===== src/rtl/ds_decim.sv =====
`default_nettype none
// ============================================================================
// Module   : ds_decim
// Brief    : Four-channel decimating accumulator. Sums 2^DS_LOG2 samples per
//            channel from a channel-tagged ADC stream and publishes all four
//            16-bit scaled sums together once every channel has completed a
//            block. Sticky overrun flag for a channel completing twice before
//            the frame commits.
// Revision : 1.0 - initial release
// ============================================================================
module ds_decim #(
    parameter int DS_LOG2 = 4,
    parameter int ADC_W   = 12
) (
    input  logic             clk,
    input  logic             rst,
    input  logic [ADC_W-1:0] adc_data,
    input  logic [1:0]       adc_ch,
    input  logic             adc_valid,
    output logic [15:0]      ds_result0,
    output logic [15:0]      ds_result1,
    output logic [15:0]      ds_result2,
    output logic [15:0]      ds_result3,
    output logic             ds_valid,
    output logic             ds_ovf
);

    // Accumulator is wide enough that a full block of maximum samples
    // never overflows.
    localparam int ACC_W = ADC_W + DS_LOG2;

    localparam logic [DS_LOG2-1:0] c_cnt_last = '1;
    localparam logic [DS_LOG2-1:0] c_cnt_one  = DS_LOG2'(1);
    localparam logic [3:0]         c_all_done = 4'b1111;

    // Per-channel running state
    logic [ACC_W-1:0]   r_acc [4];
    logic [DS_LOG2-1:0] r_cnt [4];
    logic [15:0]        r_shd [4];
    logic [3:0]         r_done;

    // Committed frame
    logic [15:0]        r_res [4];
    logic               r_valid;
    logic               r_ovf;

    // Selected-channel arithmetic
    logic [ACC_W-1:0]   w_sum;
    logic [15:0]        w_scaled;
    logic               w_last;
    logic [3:0]         w_ch_onehot;
    logic [3:0]         w_done_next;
    logic               w_commit;

    // Sum of the tagged channel plus the incoming sample, and whether this
    // sample closes a block and with it the whole frame.
    always_comb begin
        w_sum       = r_acc[adc_ch] + ACC_W'(adc_data);
        // Upper 16 bits of the block sum; truncation, no rounding.
        w_scaled    = w_sum[ACC_W-1 -: 16];
        w_last      = adc_valid && (r_cnt[adc_ch] == c_cnt_last);
        w_ch_onehot = 4'b0001 << adc_ch;
        w_done_next = r_done | w_ch_onehot;
        w_commit    = w_last && (w_done_next == c_all_done);
    end

    // Per-channel accumulate / block completion; the next block starts on
    // the very next sample so nothing is dropped.
    always_ff @(posedge clk) begin
        if (rst) begin
            for (int c = 0; c < 4; c++) begin
                r_acc[c] <= '0;
                r_cnt[c] <= '0;
                r_shd[c] <= '0;
            end
        end else if (adc_valid) begin
            if (w_last) begin
                r_acc[adc_ch] <= '0;
                r_cnt[adc_ch] <= '0;
                r_shd[adc_ch] <= w_scaled;
            end else begin
                r_acc[adc_ch] <= w_sum;
                r_cnt[adc_ch] <= r_cnt[adc_ch] + c_cnt_one;
            end
        end
    end

    // Frame tracking: done flags, overrun detection and coherent commit of
    // all four results (fresh value bypasses the shadow for the closing
    // channel).
    always_ff @(posedge clk) begin
        if (rst) begin
            r_done  <= '0;
            r_valid <= 1'b0;
            r_ovf   <= 1'b0;
            for (int c = 0; c < 4; c++) begin
                r_res[c] <= '0;
            end
        end else begin
            r_valid <= 1'b0;
            if (w_last) begin
                if (r_done[adc_ch]) begin
                    r_ovf <= 1'b1;
                end
                if (w_commit) begin
                    r_done  <= '0;
                    r_valid <= 1'b1;
                    for (int c = 0; c < 4; c++) begin
                        r_res[c] <= (2'(c) == adc_ch) ? w_scaled : r_shd[c];
                    end
                end else begin
                    r_done <= w_done_next;
                end
            end
        end
    end

    assign ds_result0 = r_res[0];
    assign ds_result1 = r_res[1];
    assign ds_result2 = r_res[2];
    assign ds_result3 = r_res[3];
    assign ds_valid   = r_valid;
    assign ds_ovf     = r_ovf;

endmodule
`default_nettype wire


===== config.mk =====
export PLATFORM = sky130hd
export DESIGN_NAME = ds_decim
export DESIGN_NICKNAME = d
export VERILOG_FILES = /design/src/rtl/ds_decim.sv
export SDC_FILE = /design/constraint.sdc
export NUM_CORES = 1
export LEC_CHECK = 0
export ABC_AREA = 1
export BUFFER_PORTS_ARGS = -buffer_cell sky130_fd_sc_hd__buf_2
export CAP_MARGIN = 20
export CELL_PAD_IN_SITES_DETAIL_PLACEMENT = 1
export CELL_PAD_IN_SITES_GLOBAL_PLACEMENT = 1
export CORE_MARGIN = 5
export CORE_UTILIZATION = 50
export DETAILED_ROUTE_END_ITERATION = 12
export PLACE_DENSITY = 0.92
export SLEW_MARGIN = 10
export SYNTH_ARGS = -nofsm -noshare
export SYNTH_HDL_FRONTEND = slang
export SYNTH_SLANG_ARGS = --single-unit

===== constraint.sdc =====
create_clock -name clk -period 10.9 [get_ports clk]
set_input_delay 1.635 -clock clk [delete_from_list [all_inputs] [get_ports clk]]
set_output_delay 1.635 -clock clk [all_outputs]
set_load 0.02 [all_outputs]

* Yosys cells after proc, flatten, opt, wreduce, memory -nomap -nowiden *
Memories as Yosys holds them, arrays and structs flattened.
Cells that the tools add are included.

word-level totals
  memories = 4
  bits of input ports = 17
  output and inout port bits = 66
  bits in writable memories = 208
  flip-flop bits (word level) = 6

memories
  name   words  bits a word  read ports  clocked after Yosys merged registers in  write ports  RTL line  RTL
  r_acc  4      16           1           0                                        4            37        logic [ACC_W-1:0] r_acc [4];
  r_res  4      16           4           0                                        4            43        logic [15:0] r_res [4];
  r_shd  4      16           4           0                                        4            39        logic [15:0] r_shd [4];
  r_cnt  4      4            1           0                                        4            38        logic [DS_LOG2-1:0] r_cnt [4];

operators by class
  eq/ne operators = 5
  shift operators = 1
  bitwise logic cells = 7
  order comparisons = 1
  reduce and logical (&&, ||, !) cells = 7
  add/sub/neg operators = 2
  mux-type cells = 36

operators with widths
  cell                                                                          count
  16-bit two-way mux                                                            11
  16-bit OR reduction                                                           2
  1-bit two-way mux                                                             18
  16-bit by 12-bit adder with 16-bit output                                     1
  4-bit two-way mux                                                             3
  4-bit equality test, second input constant                                    2
  2-bit two-way mux                                                             3
  1-bit bitwise OR                                                              6
  4-bit by 1-bit adder with 4-bit output, second input constant                 1
  2-bit equality test, first input constant                                     2
  4-bit bitwise OR                                                              1
  4-bit OR reduction                                                            1
  1-bit by 2-bit << shifter with 4-bit output, first input constant             1
  2-bit by 3-bit less-than comparator with 1-bit output, second input constant  1
  1-bit binary-select mux with 2-bit select                                     1
  1-bit by 2-bit equality test with 1-bit output, first input constant          1
  1-bit logical AND                                                             2
  2-bit logical NOT                                                             1
  2-bit AND reduction                                                           1

* Depth between registers and ports, before layout *
Gate-level depths: netlist of the first run.
An unclocked memory read counts as a cell.

  word-level depth = 10
  depth in mapped cells = 22

* Worst setup path before layout of the first run *
Ideal clock, no wire load.

  path kind = input port to flip-flop
  start point = input adc_ch[0]
  end point = memory r_res[0][0] (enable)
  stages on the path = 12
  library setup time = 427 ps
  path slack = 5,942 ps
  arrival time = 4,531 ps
  path through = buf_4 nor2_1 buf_2 a22oi_1 nand3_1 ha_1 inv_1 nor2_2 nand2_4 nor2_1 nand2_1 nand2_1

RTL lines
  what             RTL line  RTL
  start, declared  18        input logic [1:0] adc_ch,
  end, declared    43

==> results.cfg, run 1 <==
[setup_path]
cp.required_ps = 11250
path_max_fanout = 34
start_kind = input port
cp-end-kind = flip-flop
critPathArrivalTime_ps = 5680
critical_path_class = input port to flip-flop

[die]
core_um2 = 19530
start_util_pct = 50.80
row_count = 51
ios = 83
fp.dieW_um = 150.9
die_area_um2 = 22760
die_h_um = 150.9

[synthesis]
synth_top_cell_by_area = edfxtp_1
synth_area_leaders = edfxtp_1 63%, nand2_1 8.2%, nor2_1 7.8%
yosys_warnings = 0
synth_edf_count = 208
syn_inst = 990
ys.flop_type = edfxtp_1
ys_seq_area_share_pct = 64.18
synth.net_count = 1021
ys_async_sr_fraction_pct = 0
synth-seq-cells = 214
syn_avg_cell_area_um2 = 10.02
syn_area_um2 = 9920
synth_top_cell_area_share_pct = 62.97
ys_types = 36

[run_status]
status = completed

[finish]
final_cell_mix = 215 x nand2_1, 208 x edfxtp_1, 206 x nor2_1, 102 x inv_1, 82 x buf_2
area_delta_synth_final_pct = 14.32
diodes = 0
fin_nets = 1098
final_layout_size_suffix_gt1_share_pct = 15.48
final_common_cell = nand2_1

[place]
place_congestion = 0.8871
hpwl_um = 19810
place.port_buffers = 82
dpl_worst_slack_ps = 5451

[clock_tree]
cts-root-buf = clkbuf_16
clk_pin_slew_ps = 60
h-tree-depth = 1
post_cts_buffers = 0
cts_tree = done
insertion_delay_ps = 540
cts_sinks = 214
cts_buffers = 24
ctsHoldBuffers = 0
cts_buffer_depth = 3
cts_resized = 0

[routing]
drt-wirelength-per-cell_um = 23.62
routed_via_density = 5.820
drc = 0
drt-initial-drc-count = 855
via_count = 7857
wirelength_um = 31880
ant_nets = 0
first_pass_iters = 5

[grt]
grt.overflow.total = 0
grt.total_usage_pct = 28.03
grt_max_degree = 69
grt_pass1_wl_um = 47970
grt_pass1_vias = 8620
antenna_found_initial = 0

[timing]
max_freq_mhz = 187.6
fin_crit_sh_pct = 48.91
drv_slew = 0
relSlewSlack_pct = 26.74
hold_violations = 0
fin_skew_ps = 29.95
worst_slack_ps = 5568
fin_setup_tns_ps = 0
grt_setup_unrepaired = no
fin_crit_ps = 5332
finalSetupViolCount = 0
tightestPinTransition_ps = 1096

[pwr]
p_leak_nw = 4.925
powerDensity_nw_per_um2 = 174.4
peakVddDrop_uv = 138.4

[min_path]
hold_class = flip-flop to flip-flop

[flow_run]
cap_violations = 0
[power by group]
group / switching [mW] / internal [mW] / total (mW)
logic: 0.187 / 0.0555 / 0.242
clock network: 0.332 / 0.454 / 0.785
registers: 0.0122 / 0.938 / 0.950
total: 0.531 / 1.45 / 1.98
[per-stage QoR]
step	hold slack [ps]	total power, mW	std cells	utilization (%)	area [um2]
2_1_floorplan	438.7	1.109	990	-	9920
3_3_place_gp	451.4	1.176	1304	53.96	10540
3_5_place_dp	475.3	1.194	1304	53.96	10540
4_1_cts	482.4	1.971	1348	57.79	11280
5_1_grt	540.5	2.037	1350	58.07	11340
6_report	525.5	1.978	1350	58.07	11340
[state kept, by name, summed over array words and instances (netlist names)]
signal / flops
r_acc: 64
ds_ovf: 1
r_res: 64
r_done: 4
r_cnt: 16
ds_valid: 1
r_shd: 64
[worst max-delay path, cell delays in order]
cell and delay (ps):
buf_2 210, inv_2 110, nand2_2 60, buf_4 370, inv_2 130, buf_4 300
a22o_1 230, a221oi_1 440, inv_1 110, ha_1 320, nand2_1 70, nor3_1 220
nor2_1 140, xnor2_1 720, nand2_1 290, nor2_1 280
[path summary, 6_finish.rpt]
path              slack [ps]  cells after the start           to   startpoint
setup / recovery        5570                     16  r_shd[0][5]    adc_ch[0]
hold / removal           530                      2       ds_ovf       ds_ovf
setup reg to reg        7500                     10  r_shd[0][5]  r_acc[2][1]
hold reg to reg          530                      2       ds_ovf       ds_ovf
[per-layer routing]
| layer | global-route usage, % | routed length [um] |
|---|---|---|
| met1 | 31.29 | 11330 |
| met2 | 51.46 | 16590 |
| met4 | 14.14 | 1480 |
| met3 | 4.578 | 2479 |
| met5 | 0 | 0 |
[Yosys cell counts (4+ instances only)]
master	n
a21oi_1	46
a22oi_1	23
buf_2	7
buf_4	4
clkbuf_1	24
dfxtp_1	6
edfxtp_1	208
ha_1	13
inv_1	102
inv_2	8
nand2_1	216
nand2_2	9
nand2_4	4
nand3_1	50
nor2_1	207
nor2_2	6
nor3_1	10
nor3_2	6
o21ai_0	6
xor2_1	6
[cells by family (layout without fill, tap and decap cells)]
| family | count (synthesis) | after routing | share of synthesized area (%) |
|---|---|---|---|
| adder cells (fa/ha/maj) | 14 | 14 | 1.842 |
| AND/OR/NAND/NOR | 517 | 517 | 22.04 |
| XOR/XNOR | 8 | 8 | 0.7064 |
| flip-flops | 214 | 214 | 64.18 |
| buffers and inverters | 153 | 248 | 6.193 |
| AO/OA/AOI/OAI | 84 | 84 | 5.046 |
[area by class of cell]
type                    count  area (um2)
fillers                  2199        8187
flip-flops and latches    214        6366
multi-input cells         623        2948
clock buffers              31       626.9
repair buffers             92       525.5
inverters                 112       420.4
well taps                 265       331.6
clock inverters            13       121.4
Note: power is estimated with default switching activity, not from simulation.
==> run 2: changes to the inputs <==
--- a/config.mk
+++ b/config.mk
@@ -5,15 +5,15 @@
 export SDC_FILE = /design/constraint.sdc
 export NUM_CORES = 1
 export LEC_CHECK = 0
-export ABC_AREA = 1
+export ABC_AREA = 0
 export BUFFER_PORTS_ARGS = -buffer_cell sky130_fd_sc_hd__buf_2
 export CAP_MARGIN = 20
 export CELL_PAD_IN_SITES_DETAIL_PLACEMENT = 1
 export CELL_PAD_IN_SITES_GLOBAL_PLACEMENT = 1
 export CORE_MARGIN = 5
-export CORE_UTILIZATION = 50
+export CORE_UTILIZATION = 49
 export DETAILED_ROUTE_END_ITERATION = 12
-export PLACE_DENSITY = 0.92
+export PLACE_DENSITY = 0.88
 export SLEW_MARGIN = 10
 export SYNTH_ARGS = -nofsm -noshare
 export SYNTH_HDL_FRONTEND = slang
==> constraint.sdc (replaced) <==
create_clock -name clk -period 5.1 [get_ports clk]
set_input_delay 0.765 -clock clk [delete_from_list [all_inputs] [get_ports clk]]
set_output_delay 0.765 -clock clk [all_outputs]
set_load 0.02 [all_outputs]
==> results.cfg, run 2 <==
[setup_path]
crit_slowest_cell = xnor2_1
path_max_fanout = 17
start_kind = input port
path_buf_inv = 3
critical_path_class = input port to flip-flop
slowest_delay_ps = 620
path_cells = buf_2 > buf_12 > mux4_2 > ha_1 > inv_1 > fa_1 > nor2b_1 > o2111ai_1 > a31oi_1 > o21a_1 > xnor2_1 > nor2_1
cp.required_ps = 5320
cp-end-kind = flip-flop
critPathArrivalTime_ps = 4330
critical-path-top-delay-family = compound AO/OA/AOI/OAI gates

[die]
row_count = 51
fp.dieW_um = 151.6
start_util_pct = 50.15
core_um2 = 19590
ios = 83
die_h_um = 151.6
die_area_um2 = 22980

[pwr]
swShare_pct = 26.98
internal_power_mw = 3.159
total_power_mw = 4.327
p_leak_nw = 4.351
clkPwrFrac_pct = 38.1
peakVddDrop_uv = 283.2
comb_power_share_pct = 14.8
power_switching_mw = 1.168
powerDensity_nw_per_um2 = 383.5
p_seq_share_pct = 47.0

[timing]
grt_setup_unrepaired = no
tightestPinTransition_ps = 1107
max_freq_mhz = 243.2
fin_skew_ps = 26.95
fin_crit_ps = 4113
fin_setup_tns_ps = 0
fin_crit_sh_pct = 80.64
relSlewSlack_pct = 26.18
hold_slack_ps = 472.2
finalSetupViolCount = 0
hold_violations = 0
drv_slew = 0
worst_slack_ps = 987.5

[place]
place_congestion = 0.9125
dpl_worst_slack_ps = 558.1
hpwl_um = 19810
place.port_buffers = 82

[finish]
fin_nets = 928
final_layout_size_suffix_gt1_share_pct = 20.46
nFillCells = 2048
diodes = 0
final_common_cell = edfxtp_1
fin_util_pct = 57.58
top_regs = r_acc x64, r_res x64, r_shd x64
final_cell_mix = 208 x edfxtp_1, 186 x nor2_1, 92 x nand2_1, 82 x buf_2, 54 x a21oi_1
area_delta_synth_final_pct = 14.82

[synthesis]
synth_top_cell_area_share_pct = 63.58
ys_seq_area_share_pct = 64.80
synth.net_count = 840
syn_area_um2 = 9824
synth_top_cell_by_area = edfxtp_1
synth-seq-cells = 214
ys.flop_type = edfxtp_1
synth_area_leaders = edfxtp_1 64%, nor2_1 7.1%, mux4_2 4.4%
syn_inst = 809
syn_avg_cell_area_um2 = 12.14
ys_types = 56
synth_common_cells = 208 x edfxtp_1, 186 x nor2_1, 92 x nand2_1
synth_most_common_cell = edfxtp_1
synth_edf_count = 208
yosys_warnings = 0
ys_async_sr_fraction_pct = 0

[clock_tree]
ctsHoldBuffers = 0
cts_buffers = 23
cts_buffer_depth = 3
clk_pin_slew_ps = 60
cts-root-buf = clkbuf_16
insertion_delay_ps = 530
post_cts_buffers = 0
cts_resized = 0
cts_tree = done
cts_sinks = 214
h-tree-depth = 1

[routing]
via_count = 7203
first_pass_iters = 5
wirelength_um = 30480
drc = 0
routed_via_density = 6.109
ant_nets = 0
drt-wirelength-per-cell_um = 25.85
drt-initial-drc-count = 615

[grt]
grtUsageMet3_pct = 4.789
gr-max-usage-layer = met2
grt_pass1_wl_um = 45090
grt_pass1_vias = 7568
grt.overflow.total = 0
grt.total_usage_pct = 26.64
grt_use_met1_pct = 31.77
antenna_found_initial = 0
grt_use_met2_pct = 45.79
grt_max_degree = 50

[flow_run]
cap_violations = 0

[run_status]
status = completed

[min_path]
hold_class = flip-flop to flip-flop
## run 2: cell types whose count changed in the layout (fill, tap and decap cells not counted), sizes merged, moves of 21 or more
| cell | delta |
|---|---|
| a22oi | -23 |
| inv | -87 |
| mux4 | +21 |
| nand2 | -136 |
| nand3 | -43 |
| nor2 | -28 |
## run 2: path summary, 6_finish.rpt
path	cells past startpoint	from	slack, ps	end
min	2	ds_ovf	470	ds_ovf
max reg2reg	10	r_acc[2][0]	1510	r_shd[0][12]
max	12	adc_ch[0]	990	r_shd[0][12]
min reg2reg	2	ds_ovf	470	ds_ovf
## run 2: power by group through the flow
stage	logic, mW	registers, mW	clock network (mW)
2_1_floorplan	0.354	2.08	0
3_3_place_gp	0.593	2.06	0
3_5_place_dp	0.618	2.07	0
4_1_cts	0.629	2.04	1.66
5_1_grt	0.677	2.04	1.74
6_report	0.643	2.04	1.65
## run 2: cell type report
class	count	area, um2	area share, %
tap	265	331.6	2.939
clock inverter	10	101.3	0.8984
timing repair buffer	112	648.1	5.745
sequential	214	6366	56.43
clock buffer	32	629.4	5.579
inverter	22	82.58	0.7320
multi-input combinational	524	3122	27.67
## run 2: logic make-up after synthesis
group	share of synthesized area (%)
buffers and inverters	3.426
XOR/XNOR	1.159
adder cells (fa/ha/maj)	1.859
AND/OR/NAND/NOR	15.21
flip-flops	64.80
AO/OA/AOI/OAI	8.215
multiplexers	5.336
## run 2: per-stage QoR
| step | instances | area, um2 |
|---|---|---|
| after floorplan | 809 | 9824 |
| after global placement | 1136 | 10540 |
| after detailed placement | 1136 | 10540 |
| after CTS | 1178 | 11270 |
| after global routing | 1179 | 11280 |
| final | 1179 | 11280 |
## run 2: tightest hold or removal path, cell delays in order (launching register included)
cell     delay, ps
dfxtp_1        310
inv_1           40
o21ai_0         70
## run 2: per-layer routing
layer | routed length (um) | share of wire, % | vias to the layer above
met5 | 0 | 0 | -
met4 | 1858 | 6.1 | 0
met3 | 2313 | 7.6 | 118
met2 | 15410 | 51 | 386
met1 | 10900 | 36 | 3609
li1 | - | - | 3090
==> run 3: changes to the inputs <==
--- a/config.mk
+++ b/config.mk
@@ -5,13 +5,13 @@
 export SDC_FILE = /design/constraint.sdc
 export NUM_CORES = 1
 export LEC_CHECK = 0
-export ABC_AREA = 0
+export ABC_AREA = 1
 export BUFFER_PORTS_ARGS = -buffer_cell sky130_fd_sc_hd__buf_2
 export CAP_MARGIN = 20
 export CELL_PAD_IN_SITES_DETAIL_PLACEMENT = 1
 export CELL_PAD_IN_SITES_GLOBAL_PLACEMENT = 1
 export CORE_MARGIN = 5
-export CORE_UTILIZATION = 49
+export CORE_UTILIZATION = 47
 export DETAILED_ROUTE_END_ITERATION = 12
 export PLACE_DENSITY = 0.88
 export SLEW_MARGIN = 10
==> constraint.sdc (replaced) <==
create_clock -name clk -period 4.3 [get_ports clk]
set_input_delay 0.645 -clock clk [delete_from_list [all_inputs] [get_ports clk]]
set_output_delay 0.645 -clock clk [all_outputs]
set_load 0.02 [all_outputs]
==> results.cfg, run 3 (synthesis gave the netlist of run 1 again) <==
[routing]
via_count = 7809
first_pass_iters = 6
routed_via_density = 5.688
drt-wirelength-per-cell_um = 23.16
ant_nets = 0
wirelength_um = 31800
drt-initial-drc-count = 770
drc = 0

[timing]
hold_violations = 0
relSlewSlack_pct = 44.34
fin_crit_ps = 3771
worst_slack_ps = 529.1
fin_setup_tns_ps = 0
finalSetupViolCount = 0
hold_slack_ps = 487.0
fin_crit_sh_pct = 87.69
fin_skew_ps = 16.67
tightestPinTransition_ps = 832.1
max_freq_mhz = 265.2
grt_setup_unrepaired = no
drv_slew = 0

[die]
start_util_pct = 47.49
core_um2 = 20890
row_count = 53
ios = 83
die_area_um2 = 24110
die_h_um = 155.3
fp.dieW_um = 155.3

[pwr]
peakVddDrop_uv = 313.5
p_leak_nw = 4.968
powerDensity_nw_per_um2 = 439.6

[grt]
grt_pass1_vias = 8535
antenna_found_initial = 0
grt.total_usage_pct = 26.30
grt_pass1_wl_um = 48790
grt.overflow.total = 0
grt_max_degree = 35

[setup_path]
crit_slowest_cell = a221oi_1
path_cells = buf_2 > nand2_4 > inv_2 > a22o_1 > a221oi_1 > inv_1 > ha_1 > nand2_1 > nor3_1 > nor2_1 > nor2_1 > o21ai_0 > nand2_1 > inv_1 > nor2_1 > inv_1 > nor2_1
setup.worst_path.start = adc_ch[1]
rr_endpoint = r_shd[2][9]
cp-end-kind = flip-flop
path_max_fanout = 25
reg2reg_slack_ps = 990
slowest_delay_ps = 430
critical_path_class = input port to flip-flop
worstReg2RegStart = r_acc[3][1]
start_kind = input port
crit_end = r_shd[2][9]
cp.required_ps = 4680
crit_top_cell = nor2_1
reg2reg_depth = 14
critPathArrivalTime_ps = 4150

[place]
place_congestion = 0.9012
dpl-instance-area_um2 = 10670
hpwl_um = 20310
place.port_buffers = 82
dpl_worst_slack_ps = 270.6

[clock_tree]
post_cts_buffers = 0
cts_tree = done
cts_buffer_depth = 3
cts-root-buf = clkbuf_16
ctsHoldBuffers = 0
h-tree-depth = 1
clk_pin_slew_ps = 70
cts_resized = 0
insertion_delay_ps = 540
cts_buffers = 23
cts_sinks = 214

[flow_run]
cap_violations = 0

[finish]
final_common_cell = nand2_1
fin_nets = 1112
top_regs = r_acc x64, r_res x64, r_shd x64
diodes = 0
final_layout_size_suffix_gt1_share_pct = 16.48
final_area_um2 = 11410
area_delta_synth_final_pct = 15.01
final_cell_mix = 215 x nand2_1, 208 x edfxtp_1, 206 x nor2_1, 102 x inv_1, 82 x buf_2

[min_path]
hold_class = flip-flop to flip-flop

[run_status]
status = completed
## run 3: worst min path at each step
stage | startpoint | to | cells past startpoint
finish | r_done[0] | r_done[0] | 2
global route | r_done[0] | r_done[0] | 2
CTS | r_done[0] | r_done[0] | 2
detailed placement | r_done[0] | r_done[0] | 2
global placement | r_done[2] | r_done[2] | 2
floorplan | r_done[0] | r_done[0] | 2
## run 3: layout make-up
class,instances,area (um2)
Clock inverter,8,78.83
Clock buffer,34,656.9
Sequential cell,214,6366
Multi-Input combinational cell,623,2944
Tap cell,275,344.1
Fill cell,2369,9480
Inverter,112,420.4
Timing Repair Buffer,107,598.1
## run 3: critical path, delay by kind of cell
family	cells	cell delay (ps)
buffers and inverters	5	800
AOI/OAI and AO/OA	3	830
and+or+nand+nor	8	1490
adders and majority gates	1	340
## run 3: power breakdown
group          switching (mW)  internal (mW)
logic                   0.476          0.152
registers              0.0298           2.37
clock network           0.858           1.12
## run 3: metrics by stage
step | instances | utilization (%) | power (mW)
finish | 1373 | 54.62 | 5.015
global route | 1373 | 54.62 | 5.161
CTS | 1373 | 54.62 | 5.014
detailed placement | 1331 | 51.09 | 3.041
global placement | 1331 | 51.09 | 3.006
floorplan | 990 | - | 2.812
## run 3: per-layer routing
metal	GRT usage, %	part of all wire (%)	vias up
met5	0	0	-
met1	29.95	36	3859
met4	13.05	5.2	0
met3	3.616	6.9	114
li1	-	-	3448
met2	48.29	52	388
